--- src/rtl/alu4_seq_pkg.sv ---
// Shared definitions for the alu4_seq nibble-serial ALU sequencer.
// Optional feature macro: ALU4_SEQ_EQ_EARLY_EN (early exit for the equality op).
package alu4_seq_pkg;

  localparam logic [2:0] OP_ADD = 3'b000;
  localparam logic [2:0] OP_SUB = 3'b001;
  localparam logic [2:0] OP_NOT = 3'b010;
  localparam logic [2:0] OP_AND = 3'b011;
  localparam logic [2:0] OP_OR  = 3'b100;
  localparam logic [2:0] OP_XOR = 3'b101;
  localparam logic [2:0] OP_SLT = 3'b110;
  localparam logic [2:0] OP_EQ  = 3'b111;

  typedef enum logic [1:0] {
    IDLE = 2'd0,
    RUN  = 2'd1,
    DONE = 2'd2
  } state_t;

  // Carry-in for nibble 0, indexed by op: subtract-style ops start with 1.
  localparam logic [7:0] CIN_INIT = 8'b1100_0010;

  // Ops whose carry/overflow flags are meaningful.
  function automatic logic is_arith(input logic [2:0] op);
    return (op == OP_ADD) || (op == OP_SUB) || (op == OP_SLT) || (op == OP_EQ);
  endfunction

endpackage

--- src/rtl/alu4_seq_shreg.sv ---
// Nibble shift register: parallel load, shift right by one nibble, exposes low nibble.
module alu4_seq_shreg #(
  parameter int unsigned W = 16
) (
  input  logic         clk,
  input  logic         rst_n,
  input  logic         load,
  input  logic [W-1:0] load_val,
  input  logic         shift,
  output logic [3:0]   low
);

  logic [W-1:0] data_q;

  // Load has priority; shifting brings the next nibble into the low position.
  always_ff @(posedge clk or negedge rst_n) begin
    if (!rst_n) begin
      data_q <= '0;
    end else if (load) begin
      data_q <= load_val;
    end else if (shift) begin
      data_q <= {4'h0, data_q[W-1:4]};
    end
  end

  assign low = data_q[3:0];

endmodule

--- src/rtl/alu4_seq.sv ---
// Multi-cycle sequencer driving an external 4-bit ALU, one nibble per cycle, LSB first.
// Optional feature macro: ALU4_SEQ_EQ_EARLY_EN -- the equality op finishes on the
// first nibble that differs instead of always running NIBBLES cycles.
module alu4_seq
  import alu4_seq_pkg::*;
#(
  parameter int unsigned NIBBLES = 4,
  localparam int unsigned W      = 4 * NIBBLES
) (
  input  logic         clk,
  input  logic         rst_n,
  input  logic         req_valid,
  output logic         req_ready,
  input  logic [2:0]   req_op,
  input  logic [W-1:0] req_a,
  input  logic [W-1:0] req_b,
  output logic         resp_valid,
  input  logic         resp_ready,
  output logic [W-1:0] resp_result,
  output logic         resp_carry,
  output logic         resp_overflow,
  output logic         resp_zero,
  output logic         resp_size,
  output logic [3:0]   alu_a,
  output logic [3:0]   alu_b,
  output logic [2:0]   alu_c,
  output logic         alu_cin,
  input  logic [3:0]   alu_result,
  input  logic         alu_carry,
  input  logic         alu_overflow
);

  localparam int unsigned CntW = $clog2(NIBBLES);

  state_t          state_q;
  logic [2:0]      op_q;
  logic [CntW-1:0] count_q;
  logic            carry_q;
  logic            zero_acc_q;
  logic [W-1:0]    result_q;
  logic            carry_out_q;
  logic            ovf_out_q;
  logic            zero_out_q;
  logic            size_out_q;

  logic            accept;
  logic            running;
  logic [3:0]      a_nib;
  logic [3:0]      b_nib;
  logic            early;
  logic            last;
  logic            zero_fin;
  logic            size_fin;

  assign accept  = (state_q == IDLE) && req_valid;
  assign running = (state_q == RUN);

  alu4_seq_shreg #(
    .W (W)
  ) u_shreg_a (
    .clk      (clk),
    .rst_n    (rst_n),
    .load     (accept),
    .load_val (req_a),
    .shift    (running),
    .low      (a_nib)
  );

  alu4_seq_shreg #(
    .W (W)
  ) u_shreg_b (
    .clk      (clk),
    .rst_n    (rst_n),
    .load     (accept),
    .load_val (req_b),
    .shift    (running),
    .low      (b_nib)
  );

`ifdef ALU4_SEQ_EQ_EARLY_EN
  // Any nonzero difference nibble already decides inequality.
  assign early = (op_q == OP_EQ) && (alu_result != 4'h0);
`else
  assign early = 1'b0;
`endif

  assign last = (count_q == CntW'(NIBBLES - 1)) || early;

  // Final zero/size flags, evaluated on the closing nibble.
  always_comb begin
    zero_fin = zero_acc_q && (alu_result == 4'h0);
    size_fin = 1'b0;
    unique case (op_q)
      OP_SLT:  size_fin = alu_result[3] ^ alu_overflow;
      OP_EQ:   size_fin = zero_fin;
      default: size_fin = 1'b0;
    endcase
  end

  // ALU drive is forced to zero outside RUN so the shared ALU sees a quiet input.
  always_comb begin
    alu_a   = '0;
    alu_b   = '0;
    alu_c   = '0;
    alu_cin = 1'b0;
    if (running) begin
      alu_a   = a_nib;
      alu_b   = b_nib;
      alu_c   = op_q;
      alu_cin = (count_q == '0) ? CIN_INIT[op_q] : carry_q;
    end
  end

  // Sequencer FSM with registered response fields.
  always_ff @(posedge clk or negedge rst_n) begin
    if (!rst_n) begin
      state_q     <= IDLE;
      op_q        <= OP_ADD;
      count_q     <= '0;
      carry_q     <= 1'b0;
      zero_acc_q  <= 1'b0;
      result_q    <= '0;
      carry_out_q <= 1'b0;
      ovf_out_q   <= 1'b0;
      zero_out_q  <= 1'b0;
      size_out_q  <= 1'b0;
    end else begin
      unique case (state_q)
        IDLE: begin
          if (req_valid) begin
            op_q       <= req_op;
            result_q   <= '0;
            zero_acc_q <= 1'b1;
            count_q    <= '0;
            carry_q    <= 1'b0;
            state_q    <= RUN;
          end
        end
        RUN: begin
          // Nibble k lands in bits [4k+3:4k]; unwritten upper nibbles stay zero.
          result_q[{count_q, 2'b00} +: 4] <= alu_result;
          carry_q    <= alu_carry;
          zero_acc_q <= zero_fin;
          count_q    <= count_q + CntW'(1);
          if (last) begin
            carry_out_q <= is_arith(op_q) ? alu_carry : 1'b0;
            ovf_out_q   <= is_arith(op_q) ? alu_overflow : 1'b0;
            zero_out_q  <= zero_fin;
            size_out_q  <= size_fin;
            state_q     <= DONE;
          end
        end
        DONE: begin
          if (resp_ready) begin
            state_q <= IDLE;
          end
        end
        default: state_q <= IDLE;
      endcase
    end
  end

  assign req_ready     = (state_q == IDLE);
  assign resp_valid    = (state_q == DONE);
  assign resp_result   = result_q;
  assign resp_carry    = carry_out_q;
  assign resp_overflow = ovf_out_q;
  assign resp_zero     = zero_out_q;
  assign resp_size     = size_out_q;

endmodule

--- config.mk ---
export PLATFORM = sky130hd
export DESIGN_NAME = alu4_seq
export DESIGN_NICKNAME = d
export VERILOG_FILES = /design/src/rtl/alu4_seq_pkg.sv /design/src/rtl/alu4_seq_shreg.sv /design/src/rtl/alu4_seq.sv
export SDC_FILE = /design/constraint.sdc
export NUM_CORES = 1
export LEC_CHECK = 0
export ABC_AREA = 1
export CAP_MARGIN = 20
export CORE_MARGIN = 3
export CORE_UTILIZATION = 49
export CTS_BUF_LIST = sky130_fd_sc_hd__clkbuf_16
export CTS_CLUSTER_DIAMETER = 80
export DETAILED_ROUTE_END_ITERATION = 8
export HOLD_SLACK_MARGIN = 0.05
export PLACE_DENSITY = 0.8
export SLEW_MARGIN = 20
export SYNTH_ARGS = -nofsm -noshare
export SYNTH_HDL_FRONTEND = slang
export SYNTH_HIERARCHICAL = 1
export SYNTH_SLANG_ARGS = --single-unit
--- constraint.sdc ---
create_clock -name clk -period 2.15 [get_ports clk]
set_input_delay 0.43 -clock clk [delete_from_list [all_inputs] [get_ports clk]]
set_output_delay 0.43 -clock clk [all_outputs]
set_load 0.01 [all_outputs]
# After elaboration in Yosys (flattened, before gate mapping)
# Memory sizes are Yosys's and may differ from the RTL's.
# Index checks and enable logic that the tools add are counted.
[totals]
mem_count = 1
output_inout_bits = 34
regBits = 61
romBits = 8
in_bits = 45
[op_classes]
n_reduce_logical = 15
order_cmp = 1
mux = 26
n_bitwise = 1
eq_ne = 9
addsub = 2
shift = 2
[mem_list]
columns = ["memory", "words", "word_bits", "read_ports", "rd_ports_with_merged_regs", "write_ports", "line_no", "rtl"]
rows = [
  ["(no name shown)", 8, 1, 1, 0, 0, "alu4_seq.sv:110", "alu_cin = (count_q == '0) ? CIN_INIT[op_q] : carry_q;"],
]
[ops]
columns = ["op", "n"]
rows = [
  ["2-to-1 mux 16 bit", 5],
  ["case mux 16 bit (2 select lines)", 1],
  ["bitwise mux 16 bit", 1],
  ["variable shift 4 x 6 -> 16 bit, first input constant", 1],
  ["indexed part select 4 x 6 -> 16 bit", 1],
  ["2-to-1 mux 2 bit", 4],
  ["2-to-1 mux 4 bit", 2],
  ["2-to-1 mux 1 bit", 7],
  ["equality test 3 bit, second input constant", 2],
  ["negator 4 -> 6 bit", 1],
  ["case mux 1 bit (2 select lines)", 3],
  ["case mux 2 bit (3 select lines)", 1],
  ["AND reduction 2 bit", 3],
  ["equality test 2 bit, second input constant", 2],
  ["zero test 2 bit", 2],
  ["zero test 4 bit", 1],
  ["< comparator 3 x 4 -> 1 bit, second input constant", 1],
  ["inequality test 2 x 1 -> 1 bit, second input constant", 2],
  ["case mux 2 bit (2 select lines)", 1],
  ["nonzero test 2 bit", 2],
  ["equality test 3 x 1 -> 1 bit, second input constant", 1],
  ["zero test 3 bit", 1],
  ["logical OR 1 bit", 3],
  ["2-to-1 mux 3 bit", 1],
  ["other kinds (6)", 7],
]

# Longest topological paths before layout
# Gate-level depths: netlist of the first run.
[logic_depth]
word_depth = 5
ltp_mapped = 9

# Modules after synthesis
# Netlist of the first run, hierarchy kept.
[by_module_without_submodules]
columns = ["module", "seq_area_each_um2", "instances", "area_each_um2", "cells_each"]
rows = [
  ["alu4_seq_shreg", 400.4, 2, 778.2, 99],
  ["alu4_seq", 725.7, 1, 1475.2, 182],
]

# Worst setup path after synthesis of the first run
# Ideal clock, no wire load.
[synth_timing]
path_type = "register -> output"
start = "register count_q[0]"
end = "output alu_cin"
arrival_ps = 1203
t_required_ps = 1720
stages_incl_launch_ff = 5
path_buffers = 0
slack_ps = 517
path_cell_list = "dfrtp_1 -> inv_1 -> ha_1 -> o21ai_0 -> a31oi_1"
[synth_via]
elab_chain_cells = 3
[synth_rtl]
columns = ["element", "line_no", "rtl"]
rows = [
  ["from (decl)", "alu4_seq.sv:37", "logic [CntW-1:0] count_q;"],
  ["from (signal assigned)", "alu4_seq.sv:144", "count_q <= count_q + CntW'(1);"],
  ["zero test 2 bit", "alu4_seq.sv:110", ""],
  ["2-to-1 mux 1 bit", "alu4_seq.sv:110", ""],
  ["2-to-1 mux 1 bit", "alu4_seq.sv:106", "if (running) begin"],
  ["to (decl)", "alu4_seq.sv:27", "output logic alu_cin,"],
]
# Every way passes these cells.

# Worst setup path after layout of the first run
[layout_timing]
start = "register state_q[1]"
end = "output alu_b[1]"
[layout_via]
elab_chain_cells = 2
[layout_rtl]
columns = ["element", "line_no", "rtl"]
rows = [
  ["from (decl)", "alu4_seq.sv:35", "state_t state_q;"],
  ["from (signal assigned)", "alu4_seq.sv:117", "state_q <= IDLE;"],
  ["from (signal assigned)", "alu4_seq.sv:136", "state_q <= RUN;"],
  ["from (signal assigned)", "alu4_seq.sv:150", "state_q <= DONE;"],
  ["equality test 2 x 1 -> 1 bit", "alu4_seq.sv:56", "assign running = (state_q == RUN);"],
  ["2-to-1 mux 4 bit", "alu4_seq.sv:106", ""],
  ["to (decl)", "alu4_seq.sv:25", "output logic [3:0] alu_b,"],
]
# Every way passes these cells.

==> impl_metrics.toml, run 1 <==
[layout]
n_fill_cell = 495
n_antenna_cell = 0
final_common_cell = "nand2_1"
syn_to_final_growth_pct = 34.9
drive_gt1_share_pct = 7.63
final_nets = 506
layout_common_cells = "nand2_1, clkdlybuf4s50_1, dfrtp_1"

[synth]
syn_inst = 380
yosysTopAreaCellShare_pct = 50.4
ys_warn_count = 6
yosys.area.top_type = "dfrtp_1"
synth_top_family_by_area = "simple AND/OR/NAND/NOR gates"
ys_ff_latch = 61
synth-simple-area-share_pct = 31.1
synthTopCellsByArea = "dfrtp_1, nand2_1, nand3_1"
syn_area_sq_um = 3030
synthXorXnorAreaFrac_pct = 0
yosysSeqAreaShare_pct = 50.4
synth_fp_nets = 431
synth_compound_area_share_pct = 5.49
synth_adder_area_share_pct = 2.48
ys_types = 23
synthMuxAreaShare_pct = 0
syn_avg_cell_area_sq_um = 7.98

[clock_tree]
cts_hold_buf = 0
htree_levels = 3
cts-buffers-inserted = 9
clkLatencyLatePin_ps = 330
cts.sinks = 61
cts.path.max_buffers = 2
path_clk_slew_ps = 50
cts_tree = "yes"
root_buffer = "clkbuf_16"
post-cts-setup-buffers = 0
cts.repair.resized = 4

[run_status]
status = "completed"

[pwr]
leakage_nw = 2.10
power_density_nw_per_um2 = 1380
peakVddDrop_v = 0.000735
finalPower_w = 0.00566

[placement]
portBuffers = 78
dp_hpwl_um = 4800
post-place-ws_ps = 89.1
gp_congestion = 0.860

[timing]
slew_viol_final = 0
finalHoldViolations = 0
fin_ws_ps = 46.7
tightest_slew_ps = 607
setup_viol = 0
period_share_pct = 97.8
relSlewSlack_pct = 59.5
max_freq_mhz = 475
fin_crit_ps = 2100
finalClockSkew_ps = 6.76

[die]
io_pins = 79
die_w_um = 84.7
core-area_sq_um = 5960
start_util_pct = 50.9
die_height_um = 84.7
die_area_sq_um = 7170
rows = 28

[route]
finalWirelength_um = 6860
vias = 2680
ant_nets = 0
drc = 0
dr.pass1.iters = 4
wire_per_inst_um = 12.9
via_per_inst = 5.02
first_iter_violations = 143

[worst_setup_path]
path_delay_family = "buffers and inverters"
critPathMaxFanout = 19
crit_type = "flip-flop to output port"
cp-start-kind = "flip-flop"
worstPathArrival_ps = 1670
crit_buf_inv = 2
crit_chain = "inv_2, nand2_8, nor2_1, clkdlybuf4s50_1"
critPathRequiredTime_ps = 1720
cpMaxStageDelayCell = "clkdlybuf4s50_1"
cpPeakStageDelay_ps = 540
crit_path_end_kind = "output port"

[global_route]
antenna_found_initial = 0
grt_pass1_vias = 2653
grt_usage_pct = 20.5
grt_pass1_wl_um = 11700
grt_max_degree = 43
grt_overflow = 0

[worst_hold_path]
hold_path_class = "input port to async pin"

[run]
drv_cap = 0
per-layer routing:
metal | vias up | global-route usage (%) | wire length (um)
met1 | 1238 | 23.5 | 2750
met3 | 16 | 6.38 | 432
met2 | 89 | 34.4 | 3470
met4 | 0 | 10.4 | 208
li1 | 1337 | - | -
met5 | - | 0 | 0
path summary, 6_finish.rpt:
check | cells past startpoint | from | endpoint | slack (ps)
min | 1 | rst_n | resp_result[13] | 110
max | 4 | state_q[1] | alu_b[1] | 50
max in group asynchronous | 2 | rst_n | u_shreg_a/data_q[12] | 1440
min reg2reg | 2 | u_shreg_b/data_q[14] | u_shreg_b/data_q[14] | 470
max reg2reg | 7 | count_q[0] | resp_result[8] | 480
min in group clk | 2 | u_shreg_b/data_q[14] | u_shreg_b/data_q[14] | 470
power by group:
part	switching (W)	total [W]	internal [W]	leakage (nW)
registers	0.000289	0.00191	0.00162	0.789
logic	0.00150	0.00254	0.00103	1.17
clock network	0.000468	0.00122	0.000749	0.136
Yosys cell counts, drive strengths merged:
cell type / n
ha: 6
dfrtp: 61
buf: 20
or2: 1
o22ai: 1
o31ai: 3
nand2: 134
o21ai: 24
a31oi: 1
inv: 44
o21bai: 1
nand3: 55
nand4: 1
nor2: 28
state kept, by name, indices dropped and copies added, names as in the netlist:
register,cells
resp_overflow,1
op_q,3
zero_acc_q,1
resp_zero,1
state_q,2
resp_result,16
resp_size,1
u_shreg_b/data_q,16
u_shreg_a/data_q,16
count_q,2
resp_carry,1
carry_q,1
kinds of logic (layout without fill, tap and decap cells):
kind of cell | count (synthesis) | in the layout
flip-flops | 61 | 61
adder cells (fa/ha/maj) | 6 | 6
buffers and inverters | 64 | 143
AO/OA/AOI/OAI | 30 | 30
AND/OR/NAND/NOR | 219 | 219
through the flow:
stage	cell area, sq um	utilization (%)	hold slack, ps	cells	setup TNS (ps)
2_1_floorplan	3030	-	134	380	0
3_3_place_gp	3820	64.1	453	519	0
3_5_place_dp	3820	64.1	459	519	0
4_1_cts	4070	68.3	127	534	0
5_1_grt	4090	68.7	149	534	-60.4
6_report	4090	68.7	111	534	0
final cells by class:
class	count	area [sq um]	share of cell area (%)
tap	75	93.8	2.29
clock inverter	6	25.0	0.612
inverter	44	165	4.04
multi-input combinational	255	1200	29.4
sequential	61	1530	37.4
clock buffer	9	225	5.51
timing repair buffer	84	851	20.8
(Power assumes the default switching activity.)
==> inputs of run 2 (changes only) <==
--- a/config.mk
+++ b/config.mk
@@ -7,13 +7,16 @@
 export LEC_CHECK = 0
 export ABC_AREA = 1
 export CAP_MARGIN = 20
+export CELL_PAD_IN_SITES_DETAIL_PLACEMENT = 1
+export CELL_PAD_IN_SITES_GLOBAL_PLACEMENT = 1
 export CORE_MARGIN = 3
-export CORE_UTILIZATION = 49
+export CORE_UTILIZATION = 35
 export CTS_BUF_LIST = sky130_fd_sc_hd__clkbuf_16
 export CTS_CLUSTER_DIAMETER = 80
 export DETAILED_ROUTE_END_ITERATION = 8
 export HOLD_SLACK_MARGIN = 0.05
-export PLACE_DENSITY = 0.8
+export PLACE_DENSITY_LB_ADDON = 0.1
+export SETUP_SLACK_MARGIN = 0.05
 export SLEW_MARGIN = 20
 export SYNTH_ARGS = -nofsm -noshare
 export SYNTH_HDL_FRONTEND = slang
==> run 2 against run 1 <==
First-iteration DRC count fell by 57%. Global-route usage fell by 3.5 points. Non-clock buffer count rose by 4. Worst hold slack got worse by 31 ps. Utilization fell by 18 points. Cell count rose by 6.6%. Die area rose by 37%. Fmax rose by 5.6%. Routed wire length rose by 18%. Final area rose by 2.5%. Count of clock-buffer cells in the layout did not move.
==> impl_metrics.toml, run 2 (synthesized netlist as in run 1, its figures left out) <==
[timing]
fin_crit_ps = 1990
fin_ws_ps = 159
tightest_slew_ps = 522
tns_ps = 0
whs_ps = 80.1
period_share_pct = 92.6
max_freq_mhz = 502
relSlewSlack_pct = 65.2
finalClockSkew_ps = 5.37
rsz0062_at_grt = "no"
setup_viol = 0
finalHoldViolations = 0
slew_viol_final = 0

[clock_tree]
path_clk_slew_ps = 50
cts.sinks = 61
cts_hold_buf = 0
clkLatencyLatePin_ps = 320
cts-buffers-inserted = 9
cts_tree = "yes"
cts.path.max_buffers = 2
htree_levels = 3
root_buffer = "clkbuf_16"

[placement]
post-place-ws_ps = 26.7
portBuffers = 78
dp_hpwl_um = 5630
gp_congestion = 0.775

[layout]
layout_common_cells = "nand2_1, clkdlybuf4s50_1, dfrtp_1"
syn_to_final_growth_pct = 38.3
final_common_cell = "nand2_1"
final_nets = 510
utilization_pct = 50.5
drive_gt1_share_pct = 9.91
n_antenna_cell = 0

[global_route]
grt_pass1_vias = 2881
grt_overflow = 0
grt_max_degree = 42
antenna_found_initial = 0
grt_usage_pct = 17.0
grt_pass1_wl_um = 13400

[worst_setup_path]
worstPathArrival_ps = 1560
crit_type = "flip-flop to output port"
critPathRequiredTime_ps = 1720
crit_path_end_kind = "output port"
rrSetupSlack_ps = 360
worst_r2r_path_depth = 7
r2r-end = "resp_result[11]"
cp-start-kind = "flip-flop"
critPathMaxFanout = 3
critPathCapture = "resp_valid"
reg2reg_from = "count_q[0]"
crit_start = "state_q[1]"

[pwr]
intPower_w = 0.00355
power_density_nw_per_um2 = 1410
sw_frac_of_total_pct = 40.1
combPwrFrac_pct = 44.6
peakVddDrop_v = 0.000514
leakage_nw = 2.15
switchingPower_w = 0.00238
finalPower_w = 0.00593
p_clk_share_pct = 23.1
seq_power_share_pct = 32.3

[route]
drc = 0
finalWirelength_um = 8130
first_iter_violations = 61
vias = 2694
wire_per_inst_um = 14.3
ant_nets = 0
dr.pass1.iters = 4
via_per_inst = 4.73

[die]
die_w_um = 99.1
io_pins = 79
rows = 33
core-area_sq_um = 8300
die_height_um = 99.1
start_util_pct = 36.5
die_area_sq_um = 9810

[worst_hold_path]
hold_path_class = "input port to async pin"

[run_status]
status = "completed"

[run]
drv_cap = 0
## run 2: area by class of cell
cell class | count | area (sq um)
fill | 1023 | 4110
sequential | 61 | 1530
multi-input combinational | 255 | 1220
timing repair buffer | 88 | 867
clock buffer | 9 | 225
inverter | 44 | 165
tap | 105 | 131
clock inverter | 7 | 57.6
## run 2: how the worst min path moves through the flow
stage,to,from
floorplan,carry_q,rst_n
global placement,resp_result[8],rst_n
detailed placement,resp_result[5],rst_n
CTS,resp_result[5],rst_n
global route,resp_result[11],rst_n
finish,resp_result[11],rst_n
## run 2: critical path, stage by stage (launching register included)
cell and delay, ps:
dfrtp_2 410, inv_2 80, buf_4 140, nor2_1 70
clkdlybuf4s50_1 530
## run 2: stage by stage
| stage | instance area [sq um] | instances |
|---|---|---|
| after floorplan | 3030 | 380 |
| after global placement | 3860 | 552 |
| after detailed placement | 3860 | 552 |
| after CTS | 4170 | 569 |
| after global routing | 4190 | 569 |
| final | 4190 | 569 |
## run 2: routing by layer
metal,wire [um],track usage [%],up-vias
li1,-,-,1341
met1,3360,19.5,1282
met2,4340,31.3,61
met3,319,3.33,10
met4,111,5.99,0
met5,0,0,-
## run 2: timing repair
action	4_1_cts	5_1_grt
cloned	0	0
setup buffers	1	0
gates resized for setup	15	10
pin swaps	0	0
hold endpoints to repair	0	0
setup endpoints to repair	12	7
## run 2: power by group through the flow
stage	registers [W]	logic, W	clock network [W]
6_report	0.00191	0.00265	0.00137
5_1_grt	0.00198	0.00298	0.00144
4_1_cts	0.00191	0.00269	0.00140
3_5_place_dp	0.00191	0.00264	0
3_3_place_gp	0.00189	0.00255	0
2_1_floorplan	0.00191	0.00171	0
==> inputs of run 3 (changes only) <==
--- a/config.mk
+++ b/config.mk
@@ -20,5 +20,4 @@
 export SLEW_MARGIN = 20
 export SYNTH_ARGS = -nofsm -noshare
 export SYNTH_HDL_FRONTEND = slang
-export SYNTH_HIERARCHICAL = 1
 export SYNTH_SLANG_ARGS = --single-unit
==> run 3 against run 2 <==
Critical path depth is 2 lower. First-iteration DRC count rose by 87%. Critical path type unchanged. Clock power about the same. Utilization grew 1.8 points.
==> impl_metrics.toml, run 3 <==
[layout]
utilization_pct = 52.3
multi_input_area_sq_um = 1110
final_common_cell = "nand2_1"
n_fill_cell = 933
seq_area_sq_um = 1530
final_nets = 475
layout_common_cells = "nand2_1, clkdlybuf4s50_1, nand3_1"
n_antenna_cell = 0
drive_gt1_share_pct = 9.79
fin_area_sq_um = 4090
syn_to_final_growth_pct = 43.2

[timing]
max_freq_mhz = 499
slew_viol_final = 0
period_share_pct = 93.3
fin_crit_ps = 2010
tns_ps = 0
finalClockSkew_ps = 7.05
tightest_slew_ps = 432
setup_viol = 0
whs_ps = 112
rsz0062_at_grt = "no"
relSlewSlack_pct = 70.9
finalHoldViolations = 0

[worst_setup_path]
crit_path_end_kind = "output port"
crit_type = "flip-flop to output port"
critPathMaxFanout = 6
worstPathArrival_ps = 1580
cp-start-kind = "flip-flop"
critPathRequiredTime_ps = 1720

[placement]
dp_hpwl_um = 5560
gp_congestion = 0.737
portBuffers = 78
dpl_cell_area_sq_um = 3750

[synth]
syn_inst = 335
ys_types = 24
synth_ff_type = "dfrtp_1"
syn_area_sq_um = 2850
yosys.area.top_type = "dfrtp_1"
ys_ff_latch = 61
ys_async_sr_fraction_pct = 100
yosysSeqAreaShare_pct = 53.5
yosysTopAreaCellShare_pct = 53.5
yosys-top-cells-count = "nand2_1, dfrtp_1, nand3_1, inv_1, nor2_1"
synth.most_common_cell = "nand2_1"
ys_warn_count = 0
synth_fp_nets = 386
syn_avg_cell_area_sq_um = 8.52
synth_edf_count = 0
synthTopCellsByArea = "dfrtp_1, nand2_1, nand3_1"

[die]
rows = 32
io_pins = 79
start_util_pct = 36.5
die_area_sq_um = 9270
core-area_sq_um = 7810
die_height_um = 96.3
die_w_um = 96.3

[clock_tree]
cts_hold_buf = 0
cts.path.max_buffers = 2
path_clk_slew_ps = 50
clkLatencyLatePin_ps = 320
root_buffer = "clkbuf_16"
cts.sinks = 61
htree_levels = 3
cts-buffers-inserted = 9
cts_tree = "yes"

[pwr]
finalPower_w = 0.00588
power_density_nw_per_um2 = 1440
peakVddDrop_v = 0.000652
leakage_nw = 2.03

[global_route]
grt_pass1_wl_um = 13300
grt_max_degree = 62
grtUsageMet2_pct = 30.6
antenna_found_initial = 0
grt_pass1_vias = 2639
grtUsageMet3_pct = 4.14
grt_overflow = 0
use_met1_pct = 25.3
busiest_layer = "met2"
grt_usage_pct = 18.9

[route]
wire_per_inst_um = 15.5
vias = 2590
via_per_inst = 4.88
dr.pass1.iters = 4
drc = 0
finalWirelength_um = 8210
first_iter_violations = 114
ant_nets = 0

[run_status]
status = "completed"

[run]
drv_cap = 0

[worst_hold_path]
hold_path_class = "input port to async pin"
run 3: changes by cell type after synthesis, moves of 2 or more:
cell      delta
nand3_1      +5
inv_1        -9
buf_4       -11
nand2_1     -37
inv_2        -2
o21ai_0      -2
nand2_2      -2
buf_2        +4
o211ai_1     +9
nor2_4       -3
run 3: cells by family after synthesis:
family | after synthesis | share of synthesized area (%)
simple gates | 182 | 27.8
flops | 61 | 53.5
buf+inv | 48 | 8.11
compound gates | 38 | 7.98
fa+ha+maj | 6 | 2.63
run 3: power breakdown:
group	total, W	internal (W)	leakage (nW)	switching [W]
clock	0.00136	0.000878	0.145	0.000481
combinational	0.00262	0.00107	1.10	0.00155
sequential	0.00190	0.00162	0.790	0.000282
total	0.00588	0.00357	2.03	0.00232
run 3: area by class of cell:
type                    count  area share, %
multi-input cells         227           27.3
well taps                 102           3.12
clock inverters             7           1.44
repair buffers             92           22.1
clock buffers               9           5.51
flip-flops and latches     61           37.4
inverters                  33           3.09
run 3: routing by layer:
metal	wire (um)	vias up
met3	447	6
met5	0	-
met2	4020	66
met1	3680	1250
li1	-	1268
met4	59	0
run 3: stage by stage:
step / setup slack, ps / cells
floorplan: 575 / 335
global placement: 206 / 512
detailed placement: 164 / 512
CTS: 29.1 / 531
global route: 102 / 531
finish: 144 / 531
run 3: path summary, 6_finish.rpt:
kind,startpoint,endpoint,slack (ps),cells past startpoint
min,rst_n,resp_result[9],110,2
min in group clk,u_shreg_b.data_q[13],u_shreg_b.data_q[9],490,2
max,state_q[0],req_ready,140,2
min reg2reg,u_shreg_b.data_q[13],u_shreg_b.data_q[9],490,2
max reg2reg,state_q[0],resp_result[11],440,7
max in group asynchronous,rst_n,state_q[0],1730,2
run 3: timing repair:
action	in CTS	in global routing
setup endpoints to repair	12	9
pin swaps	1	0
gates cloned	1	0
gates resized for setup	8	13
setup buffers	2	0
run 3: critical path: stages (launching register included):
cell,delay (ps)
dfrtp_2,490
nor2_2,180
clkdlybuf4s50_1,580
